$ cat config.mk
export PLATFORM = sky130hd
export DESIGN_NAME = shift_reg_controller
export DESIGN_NICKNAME = d
export VERILOG_FILES = /design/src/rtl/shift_reg_ctrl_pkg.sv /design/src/rtl/rr_arbiter2.sv /design/src/rtl/shift_reg_controller.sv
export SDC_FILE = /design/constraint.sdc
export NUM_CORES = 1
export LEC_CHECK = 0
export ABC_AREA = 1
export BUFFER_PORTS_ARGS = -buffer_cell sky130_fd_sc_hd__buf_2
export CAP_MARGIN = 40
export CORE_UTILIZATION = 51
export CTS_CLUSTER_SIZE = 16
export DETAILED_ROUTE_END_ITERATION = 10
export GPL_TIMING_DRIVEN = 0
export PLACE_DENSITY = 0.81
export SYNTH_ARGS = -nofsm -noshare
export SYNTH_HDL_FRONTEND = slang
export SYNTH_SLANG_ARGS = --single-unit
$ cat constraint.sdc
create_clock -name clock -period 1.6 [get_ports clock]
set_input_delay 0.24 -clock clock [delete_from_list [all_inputs] [get_ports clock]]
set_output_delay 0.24 -clock clock [all_outputs]
set_load 0.05 [all_outputs]
$ cat src/rtl/shift_reg_ctrl_pkg.sv
// rtl/shift_reg_ctrl_pkg.sv - shared types and constants for the shift register controller
package shift_reg_ctrl_pkg;

    typedef enum logic [1:0] {
        IDLE  = 2'd0,
        SHIFT = 2'd1,
        DONE  = 2'd2
    } state_t;

    localparam logic MODE_HOLD  = 1'b0;
    localparam logic MODE_SHIFT = 1'b1;

    localparam logic OWN_A = 1'b0;
    localparam logic OWN_B = 1'b1;

endpackage

$ cat src/rtl/rr_arbiter2.sv
// rtl/rr_arbiter2.sv - combinational two-way round-robin arbiter
module rr_arbiter2
    import shift_reg_ctrl_pkg::*;
(
    input  logic req_a,
    input  logic req_b,
    input  logic last_grant,
    output logic grant_valid,
    output logic grant_id
);

    always_comb begin
        grant_valid = req_a | req_b;
        // On a tie the requester that did not win last time gets the grant.
        if (req_a && req_b) begin
            grant_id = ~last_grant;
        end else if (req_b) begin
            grant_id = OWN_B;
        end else begin
            grant_id = OWN_A;
        end
    end

endmodule

$ cat src/rtl/shift_reg_controller.sv
// rtl/shift_reg_controller.sv - arbitrated load/hold/shift-out sequencer for a shared PIPO register
module shift_reg_controller
    import shift_reg_ctrl_pkg::*;
#(
    parameter int WIDTH = 4,
    parameter int CNT_W = 3
) (
    input  logic             clock,
    input  logic             reset_n,
    input  logic             req_a,
    input  logic [WIDTH-1:0] data_a,
    input  logic             mode_a,
    input  logic             req_b,
    input  logic [WIDTH-1:0] data_b,
    input  logic             mode_b,
    output logic             ack_a,
    output logic             ack_b,
    output logic [WIDTH-1:0] q,
    output logic             serial_out,
    output logic             busy,
    output logic             done,
    output logic             owner
);

    state_t             state_q, state_d;
    logic [WIDTH-1:0]   reg_q, reg_d;
    logic [CNT_W-1:0]   cnt_q, cnt_d;
    logic               ack_a_q, ack_a_d;
    logic               ack_b_q, ack_b_d;
    logic               done_q, done_d;
    logic               owner_q, owner_d;
    logic               last_grant_q, last_grant_d;

    logic               grant_valid;
    logic               grant_id;
    logic               gnt_mode;

    rr_arbiter2 u_arb (
        .req_a       (req_a),
        .req_b       (req_b),
        .last_grant  (last_grant_q),
        .grant_valid (grant_valid),
        .grant_id    (grant_id)
    );

    always_comb begin
        state_d      = state_q;
        reg_d        = reg_q;
        cnt_d        = cnt_q;
        ack_a_d      = 1'b0;
        ack_b_d      = 1'b0;
        done_d       = 1'b0;
        owner_d      = owner_q;
        last_grant_d = last_grant_q;
        gnt_mode     = (grant_id == OWN_B) ? mode_b : mode_a;

        unique case (state_q)
            IDLE: begin
                if (grant_valid) begin
                    reg_d        = (grant_id == OWN_B) ? data_b : data_a;
                    owner_d      = grant_id;
                    last_grant_d = grant_id;
                    ack_a_d      = (grant_id == OWN_A);
                    ack_b_d      = (grant_id == OWN_B);
                    cnt_d        = '0;
                    // Hold transfers complete immediately, so done lines up with ack.
                    case (gnt_mode)
                        MODE_HOLD: begin
                            state_d = DONE;
                            done_d  = 1'b1;
                        end
                        MODE_SHIFT: state_d = SHIFT;
                        default:    state_d = SHIFT;
                    endcase
                end
            end
            SHIFT: begin
                reg_d = {reg_q[WIDTH-2:0], 1'b0};
                cnt_d = cnt_q + CNT_W'(1);
                if (cnt_q == CNT_W'(WIDTH - 1)) begin
                    state_d = DONE;
                    done_d  = 1'b1;
                end
            end
            DONE: begin
                state_d = IDLE;
            end
            default: begin
                state_d = IDLE;
            end
        endcase
    end

    always_ff @(posedge clock or negedge reset_n) begin
        if (!reset_n) begin
            state_q      <= IDLE;
            reg_q        <= '0;
            cnt_q        <= '0;
            ack_a_q      <= 1'b0;
            ack_b_q      <= 1'b0;
            done_q       <= 1'b0;
            owner_q      <= OWN_A;
            last_grant_q <= OWN_B;
        end else begin
            state_q      <= state_d;
            reg_q        <= reg_d;
            cnt_q        <= cnt_d;
            ack_a_q      <= ack_a_d;
            ack_b_q      <= ack_b_d;
            done_q       <= done_d;
            owner_q      <= owner_d;
            last_grant_q <= last_grant_d;
        end
    end

    assign q          = reg_q;
    assign serial_out = (state_q == SHIFT) ? reg_q[WIDTH-1] : 1'b0;
    assign busy       = (state_q != IDLE);
    assign done       = done_q;
    assign ack_a      = ack_a_q;
    assign ack_b      = ack_b_q;
    assign owner      = owner_q;

endmodule

# Word level (Yosys, flattened, before mapping)
# Index checks and enable logic that the tools add are counted.
# W data, S select, Z words.
[word_totals]
regBits = 14
out_inout_bits = 10
[classes]
n_addsub = 1
n_eq_ne = 4
mux = 21
bitwise = 4
reduce_logical = 7
[op_table]
columns = ["operator", "count"]
rows = [
  ["$mux W1", 11],
  ["$mux W4", 2],
  ["$pmux W2 S2", 2],
  ["$pmux W4 S2", 1],
  ["$pmux W3 S2", 1],
  ["$reduce_and A2 Y1", 3],
  ["$mux W2", 2],
  ["$ne A2 B2 Y1 const B", 2],
  ["$reduce_bool A2 Y1", 2],
  ["$add A3 B1 Y3 const B", 1],
  ["$eq A3 B2 Y1 const B", 1],
  ["$mux W3", 1],
  ["$not A1 Y1", 3],
  ["$eq A2 B1 Y1 const B", 1],
  ["$logic_not A2 Y1", 1],
  ["$pmux W1 S2", 1],
  ["$logic_and A1 B1 Y1", 1],
  ["$or A1 B1 Y1", 1],
]

# Depth between registers and ports, before layout
[logic_depth]
depth_word = 7
depth_mapped = 6
depth_no_buf = 6

# Modules after synthesis
# Synthesis repeated with hierarchy kept, for this count alone.
[hier_totals]
cells_unflattened = 86
hier_area_um2 = 690.7
[by_module_without_submodules]
columns = ["mod", "instances", "cells_each", "area_each_um2"]
rows = [
  ["shift_reg_controller", 1, 83, 675.6],
  ["rr_arbiter2", 1, 3, 15.0],
]

# Least setup slack after synthesis
# Ideal clock, no wire load.
[synth_path]
kind = "flip-flop to output port"
startpoint = "register state_q[1]"
endpoint = "output port serial_out"
arrival_time_ps = 1398
t_required_ps = 1360
slack_ps = -38
path_stages_with_launch = 5
path_cell_list = "dfrtp_1 nor2_4 inv_1 buf_4 nor2_1"
[synth_between]
elab_chain_cells = 2
[synth_lines]
columns = ["element", "line", "text"]
rows = [
  ["from (decl)", "shift_reg_controller.sv:25", "state_t state_q, state_d;"],
  ["from (signal assigned)", "shift_reg_controller.sv:105", "state_q <= state_d;"],
  ["$eq A2 B1 Y1", "shift_reg_controller.sv:117", "assign serial_out = (state_q == SHIFT) ? reg_q[WIDTH-1] : 1'b0;"],
  ["$mux W1", "shift_reg_controller.sv:117", ""],
  ["to (decl)", "shift_reg_controller.sv:19", "output logic serial_out,"],
]
# Every way passes these cells.

# Final worst setup path
# Same ends and word-level chain as after synthesis.

==> impl_metrics.tcl <==
set metrics [dict create \
    avgSynthCellArea_sq_um 8.27 \
    tightest_slew_ps 333 \
    dp_hpwl_um 1110 \
    cts_max_path_buffers 2 \
    final.period_utilization 0.959 \
    leakage_uw 0.000542 \
    critical_path_class "reg -> out" \
    critPathCaptureType "primary output" \
    die-width_um 39.6 \
    drtAntennaViolNets 0 \
    grt_first_pass_wirelength_um 2260 \
    post_detailed_route_via_to_cell_ratio 5.11 \
    drtPass1Iterations 4 \
    synth-main-ff-cell "sky130_fd_sc_hd__dfrtp_1" \
    area_growth_syn_to_layout_pct 29.4 \
    first_global_vias 532 \
    tritoncts_clock_tree "built" \
    grt_overflow 0 \
    pin_count 24 \
    timing.max_slew.rel_slack 0.778 \
    synthArstFlopShare 1.00 \
    netlist.top_cell.by_area "sky130_fd_sc_hd__dfrtp_1" \
    max_freq_mhz 652 \
    synth.lib_cells_used.distinct 16 \
    clk_pin_slew_worst_paths_ps 90 \
    vias 669 \
    place_congestion 0.751 \
    synth_top_cell_area_share 0.452 \
    drt_iter0_drc 13 \
    die_h_um 39.6 \
    syn_inst 87 \
    finClkSkew_ps 2.37 \
    setup.worst_path.start_class "flip-flop" \
    core_area_sq_um 1300 \
    hold_viol 0 \
    std_cell_rows 13 \
    ff_latch_area_sq_um 352 \
    synth.area.top_cells "sky130_fd_sc_hd__dfrtp_1 45%, sky130_fd_sc_hd__nand3_1 13%, sky130_fd_sc_hd__nand2_1 9.9%" \
    nNetsFinal 133 \
    ys_seq_elements 14 \
    area_used_by_multi_input_combinational_logic_sq_um 297 \
    synth_commonest_cells "19 x sky130_fd_sc_hd__nand2_1, 19 x sky130_fd_sc_hd__nand3_1, 16 x sky130_fd_sc_hd__inv_1" \
    r2r_start "last_grant_q" \
    wl_per_cell_um 11.2 \
    critPathArrivalTime_ps 1290 \
    antenna_found_initial 0 \
    timing.hold.worst.start "data_a[0]" \
    insertion_delay_ps 270 \
    netlist_area_sq_um 719 \
    clock_tree.htree_level_count 1 \
    status "finished clean" \
    worst_ir_drop_vdd_mv 1.02 \
    clock_sink_count 14 \
    unrepaired_setup_endpoints_after_global_routing "false" \
    final-max-slew-violation-count 0 \
    hold_path_class "in -> reg" \
    setup-tns-final_ps 0 \
    cts-root-buf "sky130_fd_sc_hd__clkbuf_4" \
    n_fill_cell 110 \
    detailed_route_wire_length_um 1470 \
    detailed_route_drc_error_count 0 \
    setup_viol 0 \
    power-per-cell-area_nw_per_um2 2120 \
    synth_sequential_area_ratio 0.489 \
    critical_path_peak_fanout 10 \
    synth_enable_flop_cells 0 \
    synth-warning-count 0 \
    max_cap_violations 0 \
    final_layout_size_suffix_gt1_frac 0.345 \
    period_needed_ps 1530 \
    grt_start_max_net_pins 15 \
    global_route.usage.total 0.217 \
    port_buffers 22 \
    antennaDiodeCount 0 \
    critical_path.startpoint "state_q[1]" \
    dieArea_sq_um 1560 \
    post-layout-total-power_uw 1980 \
    critPathRequiredTime_ps 1360 \
    cts_buffers 3 \
    initial_core_util 0.553 \
    syn_nets 103 \
]
[cells by family after synthesis]
group | Yosys count | share of synthesized area
buffers and inverters | 18 | 0.110
adders and majority gates | 2 | 0.0348
and+or+nand+nor | 47 | 0.320
AOI/OAI and AO/OA | 6 | 0.0470
DFF | 14 | 0.489
[final timing paths]
check | to | slack, ps | depth (start not counted)
worst max-delay path | serial_out | 70 | 5
worst min register to register | owner | 500 | 2
max in group asynchronous | last_grant_q | 940 | 2
min in group asynchronous | state_q[1] | 370 | 2
worst max register to register | ack_a | 480 | 4
worst min-delay path | q[0] | 260 | 5
[sequential cells by signal, summed over array words and instances (netlist names)]
signal,flops
q,4
ack_b,1
done,1
owner,1
ack_a,1
last_grant_q,1
state_q,2
cnt_q,3
[placed cells by master, fill, tap and decap left out, types with 3 or more instances in the layout]
master,Yosys,routed
sky130_fd_sc_hd__inv_1,16,15
sky130_fd_sc_hd__dfrtp_1,13,13
sky130_fd_sc_hd__nand2_2,3,3
sky130_fd_sc_hd__nand2_1,19,19
sky130_fd_sc_hd__buf_2,0,21
sky130_fd_sc_hd__nor2_4,2,3
sky130_fd_sc_hd__clkbuf_4,0,3
sky130_fd_sc_hd__o21ai_0,5,5
sky130_fd_sc_hd__nand3_1,19,19
[layer usage]
metal | wire, um | track usage
met2 | 745 | 0.365
met4 | 26 | 0.103
met1 | 648 | 0.277
met3 | 53 | 0.0170
met5 | 0 | 0
[cell type report]
type,instances,share of cell area
Inverter,16,0.0645
Buffer,2,0.0242
Multi-Input combinational cell,55,0.319
Timing Repair Buffer,25,0.156
Clock buffer,4,0.0390
Sequential cell,14,0.378
Tap cell,15,0.0202
[critical path, stage by stage, from the launching register on]
cell and delay [ps]:
sky130_fd_sc_hd__dfrtp_1 420, sky130_fd_sc_hd__nor2_4 170, sky130_fd_sc_hd__inv_2 50, sky130_fd_sc_hd__buf_6 140
sky130_fd_sc_hd__nor2_4 90, sky130_fd_sc_hd__buf_8 150
[report_power, final]
| group | switching [uW] | internal [uW] | leakage, uW |
|---|---|---|---|
| registers | 85.4 | 513 | 0.000178 |
| clock network | 114 | 138 | 0.0000210 |
| logic | 795 | 332 | 0.000343 |
[repair_timing]
item / 4_1_cts / 5_1_grt
resized for setup: 2 / 4
hold endpoints to repair: 13 / 0
setup buffers: 0 / 2
setup endpoints to repair: 1 / 1
pin swaps: 1 / 1
hold buffers: 1 / 0
[per-stage QoR]
stage          instance area, sq um  hold slack, ps  setup slack (ps)  cells  utilization
2_1_floorplan                   722           -55.6               184     87            -
3_3_place_gp                    851             144               237    124        0.654
4_1_cts                         903             264             0.116    129        0.694
3_5_place_dp                    851             149               217    124        0.654
5_1_grt                         931             302              1.45    131        0.715
6_report                        931             258              65.6    131        0.715
(Power assumes the default switching activity.)
